===== config.mk =====
export PLATFORM = sky130hd
export DESIGN_NAME = vector_alu_arbiter
export DESIGN_NICKNAME = d
export VERILOG_FILES = /design/src/rtl/vector_alu_arbiter.sv
export SDC_FILE = /design/constraint.sdc
export NUM_CORES = 1
export LEC_CHECK = 0
export CAP_MARGIN = 20
export CORE_AREA = 2 2 208 210
export DETAILED_ROUTE_END_ITERATION = 10
export DIE_AREA = 0 0 210 212
export GPL_TIMING_DRIVEN = 1
export REMOVE_ABC_BUFFERS = 1
export SLEW_MARGIN = 25
export SYNTH_ARGS = -nofsm -noshare
export SYNTH_HDL_FRONTEND = slang
export SYNTH_SLANG_ARGS = --single-unit
export TNS_END_PERCENT = 5

===== constraint.sdc =====
create_clock -name clk -period 11.1 [get_ports clk]
set_input_delay 1.11 -clock clk [delete_from_list [all_inputs] [get_ports clk]]
set_output_delay 1.11 -clock clk [all_outputs]
set_load 0.1 [all_outputs]

===== src/rtl/vector_alu_arbiter.sv =====
// vector_alu_arbiter: round-robin arbiter feeding one vector ALU from two requesters, with a single shared response channel.
// Define VALU_ARB_DIVZ_CHECK_EN to flag op 0x4 with any zero divisor lane as an error.
module vector_alu_arbiter #(
  parameter int VECTORSPERREG = 4,
  parameter int DATAWIDTH = 16
) (
  input  logic clk,
  input  logic rst,
  input  logic req0_valid,
  input  logic req1_valid,
  output logic req0_ready,
  output logic req1_ready,
  input  logic [3:0] req0_op,
  input  logic [3:0] req1_op,
  input  logic [VECTORSPERREG*DATAWIDTH-1:0] req0_a,
  input  logic [VECTORSPERREG*DATAWIDTH-1:0] req0_b,
  input  logic [VECTORSPERREG*DATAWIDTH-1:0] req1_a,
  input  logic [VECTORSPERREG*DATAWIDTH-1:0] req1_b,
  input  logic [1:0] req0_tag,
  input  logic [1:0] req1_tag,
  output logic [VECTORSPERREG*DATAWIDTH-1:0] alu_ra1,
  output logic [VECTORSPERREG*DATAWIDTH-1:0] alu_ra2,
  output logic [3:0] alu_ctrl,
  input  logic [VECTORSPERREG*DATAWIDTH-1:0] alu_result,
  output logic rsp_valid,
  input  logic rsp_ready,
  output logic rsp_id,
  output logic [1:0] rsp_tag,
  output logic [VECTORSPERREG*DATAWIDTH-1:0] rsp_data,
  output logic rsp_err
);
  localparam int W = VECTORSPERREG * DATAWIDTH;
  typedef enum logic [1:0] {IDLE, ISSUE, CAPTURE, RESP} state_t;
  state_t state, next;
  logic prio, gnt1, accept, legal, cap_err;
  logic [3:0] op_q, sel_op;
  logic [W-1:0] a_q, b_q;
  // prio names the requester that wins a tie; it flips only on accept
  always_comb begin
    gnt1 = req1_valid && (!req0_valid || prio);
    req0_ready = !rst && state == IDLE && req0_valid && !gnt1;
    req1_ready = !rst && state == IDLE && gnt1;
    accept = req0_ready || req1_ready;
    sel_op = gnt1 ? req1_op : req0_op;
    legal = sel_op < 4'h7;
    next = state == IDLE    ? (accept ? (legal ? ISSUE : RESP) : IDLE) :
           state == ISSUE   ? CAPTURE :
           state == CAPTURE ? RESP :
           (rsp_ready ? IDLE : RESP);
    rsp_valid = state == RESP;
    alu_ctrl = state == ISSUE ? op_q : 4'hf;
    alu_ra1 = state == ISSUE ? a_q : '0;
    alu_ra2 = state == ISSUE ? b_q : '0;
  end
`ifdef VALU_ARB_DIVZ_CHECK_EN
  always_comb begin
    cap_err = 1'b0;
    for (int i = 0; i < VECTORSPERREG; i++)
      cap_err = cap_err | (op_q == 4'h4 && b_q[i*DATAWIDTH +: DATAWIDTH] == '0);
  end
`else
  assign cap_err = 1'b0;
`endif
  always_ff @(posedge clk or posedge rst) begin
    if (rst) begin
      state <= IDLE;
      prio <= 1'b0;
      op_q <= '0;
      a_q <= '0;
      b_q <= '0;
      rsp_id <= 1'b0;
      rsp_tag <= '0;
      rsp_data <= '0;
      rsp_err <= 1'b0;
    end else begin
      state <= next;
      if (accept) begin
        prio <= !gnt1;
        op_q <= sel_op;
        a_q <= gnt1 ? req1_a : req0_a;
        b_q <= gnt1 ? req1_b : req0_b;
        rsp_id <= gnt1;
        rsp_tag <= gnt1 ? req1_tag : req0_tag;
        rsp_data <= '0;
        rsp_err <= !legal;
      end
      if (state == CAPTURE) begin
        rsp_data <= alu_result;
        rsp_err <= cap_err;
      end
    end
  end
endmodule


# ---- Word level (Yosys, flattened, before mapping)
# Cells that the tools add are included.
dict set report classes {
  eq_ne 3
  n_lt_le_gt_ge 1
  mux 17
  reduce_logical 13
}
# cell n
set op_table {}
lappend op_table {{$mux 64} 6}
lappend op_table {{$mux 2} 7}
lappend op_table {{$mux 4} 2}
lappend op_table {{$logic_and 1x1->1} 5}
lappend op_table {{$eq 2x2->1 const B} 2}
lappend op_table {{$logic_not 1->1} 4}
lappend op_table {{$lt 4x3->1 const B} 1}
lappend op_table {{$eq 2x1->1 const B} 1}
lappend op_table {{$logic_not 2->1} 1}
lappend op_table {{$logic_or 1x1->1} 2}
lappend op_table {{$mux 1} 2}
lappend op_table {{$reduce_bool 2->1} 1}
dict set report totals {
  word_cells 43
  inputBits 337
  output_inout_bits 203
  regBits 203
}

# ---- Logic depth before layout (Yosys ltp)
# Gate-level depths: netlist of the first run.
dict set report logic_depth {
  word_depth 8
  ltp_mapped 9
  mapped_depth_nobuf 4
}

# ---- Least setup slack after synthesis of the first run
# Ideal clock, no wire load.
dict set report synth_path {
  path_kind {input to output}
  start {in req1_valid}
  end {out req1_ready}
  n_path_buf 2
  path_stages 4
  arrival_ns 2.270
  setup_slack_ns 7.720
  required_ns 9.990
  path_cell_list {buf_2 -> o21ai_1 -> nor4_2 -> buf_2}
}
dict set report synth_via {
  elab_chain_len 2
}
# item line_no
set synth_rtl {}
lappend synth_rtl {{from (decl)} 10} ;# input logic req1_valid,
lappend synth_rtl {{$logic_and 1x1->1} 40} ;# gnt1 = req1_valid && (!req0_valid || prio);
lappend synth_rtl {{$logic_and 1x1->1} 42} ;# req1_ready = !rst && state == IDLE && gnt1;
lappend synth_rtl {{to (decl)} 12} ;# output logic req1_ready,
# No other way between the ends.

# ---- Final worst setup path of the first run
dict set report layout_path {
  start {in rst}
  end {out req0_ready}
}
dict set report layout_via {
  elab_chain_len 4
}
# item line_no
set layout_rtl {}
lappend layout_rtl {{from (decl)} 8} ;# input logic rst,
lappend layout_rtl {{$logic_not 1->1 (no source line)} -}
lappend layout_rtl {{$logic_and 1x1->1 (3 in a row)} 41} ;# req0_ready = !rst && state == IDLE && req0_valid && !gnt1;
lappend layout_rtl {{to (decl)} 11} ;# output logic req0_ready,
# No other way between the ends.

==> results of run 1 <==
[cells in the mapped netlist]
master	number	area share [%]
sky130_fd_sc_hd__nand2_1	224	8.7
sky130_fd_sc_hd__nand3_1	1	0.051
sky130_fd_sc_hd__a221o_1	42	4.3
sky130_fd_sc_hd__a21o_1	1	0.077
sky130_fd_sc_hd__and2_0	20	1.3
sky130_fd_sc_hd__a21oi_1	1	0.051
sky130_fd_sc_hd__nor3_4	1	0.17
sky130_fd_sc_hd__o21ai_0	157	8.1
sky130_fd_sc_hd__dfrtp_1	203	52
sky130_fd_sc_hd__nor2_1	2	0.077
sky130_fd_sc_hd__o2111ai_1	1	0.090
sky130_fd_sc_hd__nor2b_1	4	0.26
sky130_fd_sc_hd__nor4_2	1	0.13
sky130_fd_sc_hd__o21ai_2	1	0.090
sky130_fd_sc_hd__buf_6	5	0.58
sky130_fd_sc_hd__and2_1	150	9.7
sky130_fd_sc_hd__o221a_2	1	0.12
sky130_fd_sc_hd__inv_1	3	0.12
sky130_fd_sc_hd__nor3_1	1	0.051
sky130_fd_sc_hd__buf_4	9	0.70
sky130_fd_sc_hd__a21oi_2	1	0.090
sky130_fd_sc_hd__a31oi_1	2	0.13
sky130_fd_sc_hd__o211ai_1	1	0.077
sky130_fd_sc_hd__mux2i_1	92	9.5
sky130_fd_sc_hd__nand4_1	1	0.064
sky130_fd_sc_hd__o21ai_1	1	0.051
sky130_fd_sc_hd__nand2b_1	5	0.32
sky130_fd_sc_hd__buf_2	19	0.98
sky130_fd_sc_hd__buf_1	5	0.19
sky130_fd_sc_hd__clkbuf_1	43	1.7
sky130_fd_sc_hd__or3_1	1	0.064
[through the flow]
| stage | hold slack [ns] | std cells |
|---|---|---|
| finish | 0.467 | 2059 |
| detailed placement | 0.462 | 2014 |
| global placement | 0.456 | 2014 |
| floorplan | 0.441 | 918 |
| global route | 0.487 | 2059 |
| CTS | 0.475 | 2058 |
[area by class of cell]
| class | count | share of cell area (%) |
|---|---|---|
| Clock buffer | 37 | 4.45 |
| Inverter | 3 | 0.145 |
| Tap cell | 546 | 4.16 |
| Sequential cell | 203 | 30.9 |
| Multi-Input combinational cell | 712 | 26.1 |
| Timing Repair Buffer | 551 | 33.5 |
| Clock inverter | 7 | 0.693 |
[state kept, by name (all words and copies together), names as in the netlist]
register and cells:
rsp_err 1, rsp_id 1, rsp_tag 2, rsp_data 64, op_q 4, b_q 64
prio 1, a_q 64, state 2
[power by group]
part	internal (mW)	switching, mW
clock network	0.522	0.326
registers	1.08	0.180
logic	0.819	2.38
total	2.42	2.88
[per-layer routing]
metal	wire [microns]	global-route usage (%)
met2	17100	26.5
met5	12	0
met1	14600	18.5
met3	3640	6.01
met4	962	3.91
[worst max-delay path, delay by kind of cell]
kind                   cells  cell delay [ns]
AND/OR/NAND/NOR            2             0.50
buffers and inverters      3             2.30
AO/OA/AOI/OAI              1             0.13
[worst paths after layout]
path                              end  slack, ns  cells past startpoint
max                        req0_ready       5.94                      6
min                           a_q[48]       0.47                      2
max reg2reg                   b_q[21]       8.19                      5
min reg2reg                   a_q[48]       0.47                      2
max in group asynchronous     a_q[21]       8.57                      3
min in group asynchronous     a_q[14]       1.25                      2
[cell families after synthesis]
group,count (synthesis)
simple gates,411
compound gates,209
flops,203
mux,92
buf+inv,84
==> results.txt, run 1 <==
----------------------------------------------------
[Die]
  Initial cell density of the core ... 22.8%
  Die height ... 212 microns
  Area of the core ... 42500 sq um
  Site row count ... 76
  Die Outline Area ... 44500 sq um
  Number of placed I/O pins ... 540
  Die X-Extent ... 210 microns

[STA]
  Post-route minimum period ... 5.16 ns
  Transition at the pin with the smallest max-transition slack ... 1.04 ns
  Final max-slew violation count ... 0
  Normalized max-slew margin ... 30.5%
  # setup viols final ... 0
  Final worst-path setup slack ... 5.94 ns
  Highest attainable clock frequency ... 194 MHz
  Clock skew ... 0.0262 ns
  Setup TNS after final layout ... 0 ns
  Setup repair after global routing missed its margin ... no
  Hold violation count in the final report ... 0
  Post-route fraction of the period consumed by the critical path ... 46.5%

[Placement]
  I/O Buffers ... 539
  Area after DPL ... 15500 sq um
  Routability congestion estimate ... 0.772
  Detail Placement HPWL ... 26400 microns
  Placement Setup Slack ... 5.95 ns

[Detailed routing]
  Average wire length per cell after detail routing ... 17.6 microns
  DRC violation total after the first TritonRoute iteration ... 384
  Antenna-violating nets left ... 0
  Post-detailed-route DRC marker count ... 0
  Total Routed Length ... 36300 microns
  Number of detailed-route iterations in the first pass ... 5
  Routed via count divided by cell count ... 4.35
  Vias ... 8947

[Layout]
  Number of fillers in the final layout ... 4274
  Total area of multi-input combinational cells ... 4280 sq um
  Leading cell types in the layout, fill and taps excluded ... 539 x sky130_fd_sc_hd__clkdlybuf4s50_1, 224 x sky130_fd_sc_hd__nand2_1, 203 x sky130_fd_sc_hd__dfrtp_1
  Share of layout cells above drive strength 1 ... 4.03%
  Area growth syn-to-layout ... 69.1%
  Final core occ ... 38.6%
  Area occupied by registers ... 5080 sq um
  Most common cell after layout, fill and taps aside ... sky130_fd_sc_hd__clkdlybuf4s50_1
  Final Net Count ... 1833
  Cell area after layout ... 16400 sq um
  Diodes inserted ... 0

[Power]
  Maximum vdd ir drop ... 0.266 mV
  Leakage Power ... 7.11 nW
  Sum of internal, switching and leakage power ... 5.30 mW
  Pwr/cell area ... 323 nW/um^2

[Yosys]
  Synthesized-area fraction occupied by adder cells ... 0%
  Avg Cell Area, Syn ... 9.72 sq um
  Simple-gate share of the synthesized area ... 20.8%
  Netlist Area Pre-Place ... 9710 sq um
  Number of warnings printed during yosys synthesis ... 0
  XOR/XNOR Fraction of Synth Area ... 0%
  Proportion of synthesized chip area in sequential cells ... 52.3%
  Register bit total from synthesis ... 203
  Multiplexer area fraction after synthesis ... 9.48%
  Synth unique cells ... 31
  Cell count after synthesis ... 999
  Combinational family with the most area after synthesis ... simple AND/OR/NAND/NOR gates
  Complex-gate fraction of the synthesized area ... 13.2%

[Worst setup path]
  Critical path start-end classification ... input port to output port
  Ordered cell list for the critical path ... clkdlybuf4s50_1, nor3_4, nand2_1, a21oi_4, buf_4, clkdlybuf4s50_1
  Worst reg2reg path startpoint ... prio
  Crit path launch type ... input port
  Crit path from ... rst
  CP most frequent cell ... sky130_fd_sc_hd__clkdlybuf4s50_1
  Data arrival time at the worst-slack endpoint ... 4.05 ns
  Maximum cell stage delay along the critical path ... 1.23 ns
  Cell at the slowest stage of the critical path ... sky130_fd_sc_hd__clkdlybuf4s50_1
  Required time of the worst setup path ... 9.99 ns
  Max Fanout on Critical Path ... 42
  Sort of element at the end of the critical path ... output port

[Clock network]
  Clock latency on the worst-skew pair ... 0.54 ns
  Root buf cell ... sky130_fd_sc_hd__clkbuf_16
  Clock-pin slew of the registers on the worst-case setup and hold paths ... 0.06 ns
  Post-cts hold buffer count ... 0
  Post-CTS Setup Repair Bufs ... 0
  Clock sinks ... 203
  Maximum clock path buffer count ... 3
  Inserted Clock Buffers ... 25
  Htree depth ... 1
  # resized after CTS ... 0
  CTS tree ... done

[Status]
  Run status ... complete, no violations

[Global route]
  Pin count of the biggest net entering global routing ... 133
  Global Route Usage Sum ... 15.6%
  Initial antenna violation count ... 3
  Gr ovfl total ... 0
  Global-route wire length before repair ... 54500 microns
  Number of global-route vias before repair ... 9290

[Hold path]
  Class of the worst hold path ... flop to flop
  Origin of the worst min-delay path ... a_q[48]

[Run]
  Number of max-cap violations ... 0

----------------------------------------------------
No activity file was read; power rests on OpenSTA's default activity.
==> run 2, diff against run 1 <==
==> constraint.sdc (replaced) <==
create_clock -name clk -period 4.6 [get_ports clk]
set_input_delay 0.46 -clock clk [delete_from_list [all_inputs] [get_ports clk]]
set_output_delay 0.46 -clock clk [all_outputs]
set_load 0.1 [all_outputs]
==> results.txt, run 2 (synthesis results as in run 1) <==
----------------------------------------------------
[Layout]
  Diodes inserted ... 0 (unchanged)
  Most common cell after layout, fill and taps aside ... sky130_fd_sc_hd__clkdlybuf4s50_1
  Final Net Count ... 1832 (-0.055%)
  Cell area after layout ... 16400 sq um (-0.31%)
  Largest registers ... a_q x64, b_q x64, rsp_data x64
  Share of layout cells above drive strength 1 ... 3.97% (-0.063 points)
  Fin cells ... 2058 (-0.049%)
  Final core occ ... 38.5% (-0.12 points)
  Leading cell types in the layout, fill and taps excluded ... 537 x sky130_fd_sc_hd__clkdlybuf4s50_1, 224 x sky130_fd_sc_hd__nand2_1, 203 x sky130_fd_sc_hd__dfrtp_1
  Area growth syn-to-layout ... 68.5%

[Clock network]
  CTS tree ... done
  Clock latency on the worst-skew pair ... 0.53 ns (about the same)
  Post-CTS Setup Repair Bufs ... 0 (unchanged)
  Htree depth ... 1 (unchanged)
  Post-cts hold buffer count ... 0 (unchanged)
  # resized after CTS ... 0 (unchanged)
  Inserted Clock Buffers ... 24 (-4.0%)
  Maximum clock path buffer count ... 3 (unchanged)
  Root buf cell ... sky130_fd_sc_hd__clkbuf_16
  Clock sinks ... 203 (unchanged)
  Clock-pin slew of the registers on the worst-case setup and hold paths ... 0.06 ns (about the same)

[Die]
  Die Outline Area ... 44500 sq um (unchanged)
  Initial cell density of the core ... 22.8% (unchanged)
  Area of the core ... 42500 sq um (unchanged)
  Die height ... 212 microns (unchanged)
  Site row count ... 76 (unchanged)
  Number of placed I/O pins ... 540 (unchanged)
  Die X-Extent ... 210 microns (unchanged)

[Worst setup path]
  Sum of buffers and inverters on the critical path ... 2 (-1)
  Reg2Reg Setup Slack ... 2.42 ns (-5.77 ns)
  FF-to-FF End ... rsp_data[44]
  Crit path launch type ... flop
  Worst reg2reg path startpoint ... state[0]
  Required time of the worst setup path ... 4.14 ns (-5.85 ns)
  Critical path start-end classification ... flop to output port
  Data arrival time at the worst-slack endpoint ... 3.20 ns (-0.85 ns)
  Number of cells on the worst reg-to-reg path ... 4 (-1)
  Max Fanout on Critical Path ... 133 (+220%)
  Ordered cell list for the critical path ... nor2b_4, buf_12, and2_1, clkdlybuf4s50_1
  Top delay family on crit path ... buffers and inverters
  Maximum cell stage delay along the critical path ... 1.15 ns (-0.08 ns)
  Sort of element at the end of the critical path ... output port
  Cell at the slowest stage of the critical path ... sky130_fd_sc_hd__clkdlybuf4s50_1

[Placement]
  I/O Buffers ... 539 (unchanged)
  Routability congestion estimate ... 0.803 (+4.1%)
  Detail Placement HPWL ... 26600 microns (+0.71%)
  Area after DPL ... 15600 sq um (+0.34%)
  Placed instance count ... 2015 (+0.050%)

[STA]
  Post-route minimum period ... 3.66 ns
  Final max-slew violation count ... 0 (unchanged)
  Clock skew ... 0.00887 ns (-0.0174 ns)
  Highest attainable clock frequency ... 273 MHz
  # setup viols final ... 0 (unchanged)
  Setup TNS after final layout ... 0 ns (unchanged)
  Normalized max-slew margin ... 30.8% (+0.33 points)
  Transition at the pin with the smallest max-transition slack ... 1.03 ns (-0.00495 ns)
  Hold violation count in the final report ... 0 (unchanged)
  Setup repair after global routing missed its margin ... no
  Post-route fraction of the period consumed by the critical path ... 79.6%

[Detailed routing]
  Vias ... 9029 (+0.92%)
  Antenna-violating nets left ... 0 (unchanged)
  Routed via count divided by cell count ... 4.39 (+0.97%)
  Met1 Wirelength ... 15000 microns (+3.1%)
  Routed wl met2 ... 17600 microns (+3.0%)
  Met3 WL post-DR ... 3350 microns (-8.0%)
  Number of detailed-route iterations in the first pass ... 5 (unchanged)
  Top sig layer ... met5
  DRC violation total after the first TritonRoute iteration ... 366 (-4.7%)
  Average wire length per cell after detail routing ... 17.8 microns (+1.2%)
  Total Routed Length ... 36700 microns (+1.2%)
  Post-detailed-route DRC marker count ... 0 (unchanged)

[Power]
  Sum of internal, switching and leakage power ... 12.7 mW (+140%)
  Maximum vdd ir drop ... 0.702 mV (+160%)
  Leakage Power ... 7.09 nW (-0.25%)
  Pwr/cell area ... 774 nW/um^2 (+140%)

[Global route]
  Global-route wire length before repair ... 55300 microns (+1.5%)
  Global Route Usage Sum ... 15.8% (+0.20 points)
  Gr ovfl total ... 0 (unchanged)
  Initial antenna violation count ... 3 (unchanged)
  Pin count of the biggest net entering global routing ... 148 (+11%)
  Number of global-route vias before repair ... 9395 (+1.1%)

[Status]
  Run status ... complete, no violations

[Hold path]
  Min-Delay Path Depth ... 2 (unchanged)
  Hold endpoint ... b_q[27]
  Origin of the worst min-delay path ... b_q[27]
  Class of the worst hold path ... flop to flop

[Run]
  Number of max-cap violations ... 0 (unchanged)

----------------------------------------------------
==> run 2: cell types whose count changed in the layout (fill, tap and decap cells not counted), sizes merged <==
cell           previous run  this run
buf                      12        14
clkbuf                   37        35
clkdlybuf4s50           539       537
clkinv                    4         6
bufinv                    3         2
==> run 2: through the flow <==
stage / hold slack (ns) / setup WS, ns
2_1_floorplan: 0.441 / -6.60
3_3_place_gp: 0.457 / 1.53
3_5_place_dp: 0.463 / 1.49
4_1_cts: 0.451 / 0.920
5_1_grt: 0.480 / 0.795
6_report: 0.469 / 0.940
==> run 2: power breakdown <==
part | internal [mW] | switching, mW
clock | 1.14 | 0.768
sequential | 2.61 | 0.461
combinational | 1.98 | 5.71
total | 5.72 | 6.94
==> run 2: worst max path at each step <==
stage,startpoint,endpoint,slack [ns],depth (start not counted)
2_1_floorplan,req0_valid,a_q[0],-6.60,4
3_3_place_gp,state[0],alu_ra1[21],1.53,4
3_5_place_dp,state[0],alu_ra1[16],1.49,4
4_1_cts,state[0],alu_ra1[16],0.92,4
5_1_grt,state[0],alu_ra1[21],0.79,4
6_report,state[0],alu_ra2[11],0.94,4
==> run 2: tightest hold or removal path, cell delays in order, from the launching register on <==
cell                      delay (ns)
sky130_fd_sc_hd__dfrtp_1        0.33
sky130_fd_sc_hd__nand2_1        0.04
sky130_fd_sc_hd__o21ai_0        0.06
==> run 2: per-layer routing <==
metal  vias to the layer above  GRT usage (%)
met5                         -              0
met4                         2           3.86
met3                        48           5.02
met2                       379           27.2
met1                      4250           19.2
li1                       4350              -
==> run 2: area by class of cell <==
class                   count  area [sq um]
clock buffers              35           683
clock inverters             8          90.1
fillers                  4258         26100
inverters                   3          18.8
multi-input cells         712          4280
flip-flops and latches    203          5080
well taps                 546           683
repair buffers            551          5530
==> run 3, diff against run 2 <==
==> constraint.sdc (replaced) <==
create_clock -name clk -period 3.1 [get_ports clk]
set_input_delay 0.31 -clock clk [delete_from_list [all_inputs] [get_ports clk]]
set_output_delay 0.31 -clock clk [all_outputs]
set_load 0.1 [all_outputs]
==> results.txt, run 3 (synthesis results as in run 1) <==
----------------------------------------------------
[Placement]
  I/O Buffers ... 539 (unchanged)
  Routability congestion estimate ... 0.798 (-0.65%)
  Placed instance count ... 2028 (+0.65%)
  Detail Placement HPWL ... 27500 microns (+3.3%)

[Hold path]
  Origin of the worst min-delay path ... alu_result[19]
  Min-Delay Path Depth ... 3 (+1)
  Class of the worst hold path ... input port to flop

[Status]
  Run status ... complete, no violations

[Power]
  Net switching share of the total power ... 55.0% (+0.22 points)
  Clock Power Share ... 15.1% (about the same)
  Comb pwr share ... 60.7% (about the same)
  Portion of total power attributed to sequential cells ... 24.1% (about the same)
  Switching pwr ... 10.3 mW (+48%)
  Internal power summed over all cells ... 8.42 mW (+47%)
  Leakage Power ... 7.46 nW (+5.2%)
  Maximum vdd ir drop ... 1.04 mV (+49%)
  Sum of internal, switching and leakage power ... 18.7 mW (+48%)
  Pwr/cell area ... 1150 nW/um^2 (+49%)

[Global route]
  Initial antenna violation count ... 2 (-1)
  Global-route wire length before repair ... 55200 microns (-0.14%)
  Pin count of the biggest net entering global routing ... 101 (-32%)
  Global Route Usage Sum ... 15.8% (about the same)
  Gr ovfl total ... 0 (unchanged)
  Number of global-route vias before repair ... 9538 (+1.5%)

[STA]
  Setup repair after global routing missed its margin ... no
  # setup viols final ... 0 (unchanged)
  Fin Hold WS ... 0.336 ns (-0.133 ns)
  Normalized max-slew margin ... 32.3% (+1.5 points)
  Post-route minimum period ... 2.62 ns
  Hold violation count in the final report ... 0 (unchanged)
  Transition at the pin with the smallest max-transition slack ... 1.01 ns (-0.0228 ns)
  Highest attainable clock frequency ... 381 MHz
  Clock skew ... 0.0101 ns (+0.00122 ns)
  Final max-slew violation count ... 0 (unchanged)
  Post-route fraction of the period consumed by the critical path ... 84.6%

[Die]
  Site row count ... 76 (unchanged)
  Die height ... 212 microns (unchanged)
  Die X-Extent ... 210 microns (unchanged)
  Area of the core ... 42500 sq um (unchanged)
  Die Outline Area ... 44500 sq um (unchanged)
  Number of placed I/O pins ... 540 (unchanged)
  Initial cell density of the core ... 22.8% (unchanged)

[Worst setup path]
  Critical path start-end classification ... flop to output port
  Crit path launch type ... flop
  Ordered cell list for the critical path ... nor2b_4, buf_4, and2_1, buf_4
  Sum of buffers and inverters on the critical path ... 2 (unchanged)
  Required time of the worst setup path ... 2.79 ns (-1.35 ns)
  Number of cells on the worst reg-to-reg path ... 5 (+1)
  Cell at the slowest stage of the critical path ... sky130_fd_sc_hd__dfrtp_1
  Crit path from ... state[0]
  Data arrival time at the worst-slack endpoint ... 2.31 ns (-0.89 ns)
  Worst path depth ... 4 (unchanged)
  Max Fanout on Critical Path ... 45 (-66%)
  Maximum cell stage delay along the critical path ... 0.59 ns (-0.56 ns)
  CP most frequent cell ... sky130_fd_sc_hd__buf_4
  Top delay family on crit path ... buffers and inverters
  Worst reg2reg path startpoint ... state[0]
  Sort of element at the end of the critical path ... output port

[Detailed routing]
  Post-detailed-route DRC marker count ... 0 (unchanged)
  DRC violation total after the first TritonRoute iteration ... 441 (+20%)
  Met3 WL post-DR ... 3710 microns (+11%)
  Antenna-violating nets left ... 0 (unchanged)
  Number of detailed-route iterations in the first pass ... 5 (unchanged)
  Total Routed Length ... 36800 microns (+0.24%)
  Average wire length per cell after detail routing ... 17.8 microns (-0.34%)
  Routed wl met2 ... 17600 microns (+0.24%)
  Met1 Wirelength ... 14400 microns (-3.8%)
  Top sig layer ... met5
  Routed via count divided by cell count ... 4.42 (+0.66%)
  Vias ... 9142 (+1.3%)

[Clock network]
  Post-CTS Setup Repair Bufs ... 0 (unchanged)
  Root buf cell ... sky130_fd_sc_hd__clkbuf_16
  Clock-pin slew of the registers on the worst-case setup and hold paths ... 0.06 ns (about the same)
  Clock latency on the worst-skew pair ... 0.53 ns (about the same)
  Inserted Clock Buffers ... 24 (unchanged)
  Clock sinks ... 203 (unchanged)
  Maximum clock path buffer count ... 3 (unchanged)
  Htree depth ... 1 (unchanged)
  CTS tree ... done
  Post-cts hold buffer count ... 0 (unchanged)
  # resized after CTS ... 0 (unchanged)

[Layout]
  Leading cell types in the layout, fill and taps excluded ... 387 x sky130_fd_sc_hd__clkdlybuf4s50_1, 224 x sky130_fd_sc_hd__nand2_1, 203 x sky130_fd_sc_hd__dfrtp_1
  Share of layout cells above drive strength 1 ... 14.5% (+11 points)
  Largest registers ... a_q x64, b_q x64, rsp_data x64
  Fin cells ... 2070 (+0.58%)
  Area growth syn-to-layout ... 66.9%
  Diodes inserted ... 0 (unchanged)
  Most common cell after layout, fill and taps aside ... sky130_fd_sc_hd__clkdlybuf4s50_1
  Final Net Count ... 1845 (+0.71%)

[Run]
  Number of max-cap violations ... 0 (unchanged)

----------------------------------------------------
## run 3: routing by layer
layer	track usage, %	vias to the layer above
met5	0	-
met4	4.62	2
met3	5.51	63
met2	27.3	399
met1	18.5	4304
li1	-	4374
## run 3: worst min-delay path: stages
cell and delay (ns):
sky130_fd_sc_hd__clkdlybuf4s50_1 0.39, sky130_fd_sc_hd__nand2_1 0.05, sky130_fd_sc_hd__o21ai_0 0.06
## run 3: path summary, 6_finish.rpt
check | end | slack [ns]
worst min-delay path | rsp_data[19] | 0.34
worst max-delay path | alu_ra2[52] | 0.48
worst min register to register | b_q[10] | 0.47
worst max register to register | a_q[12] | 1.08
min in group asynchronous | rsp_data[41] | 0.44
max in group asynchronous | a_q[12] | 1.94
## run 3: layout make-up
type	instances	area, sq um
Tap cell	546	683
Clock inverter	2	35.0
Clock buffer	40	742
Multi-Input combinational cell	712	4280
Timing Repair Buffer	564	5370
Sequential cell	203	5080
Fill cell	4248	26300
Inverter	3	18.8
## run 3: stage by stage
stage          setup WS (ns)  TNS (ns)  cell area, sq um  utilization (%)
2_1_floorplan          -8.04  -1483.57              9310                -
3_5_place_dp           0.684         0             15400             36.3
3_3_place_gp           0.740         0             15400             36.3
4_1_cts                0.401         0             16200             38.1
6_report               0.476         0             16200             38.1
5_1_grt                0.304         0             16200             38.1
## run 3: power groups by stage
stage	Clock, mW	Combinational [mW]	Sequential, mW
2_1_floorplan	0	5.67	7.34
3_3_place_gp	0	11.4	4.51
3_5_place_dp	0	11.5	4.54
4_1_cts	2.93	11.5	4.53
5_1_grt	3.04	12.0	4.68
6_report	2.83	11.4	4.52
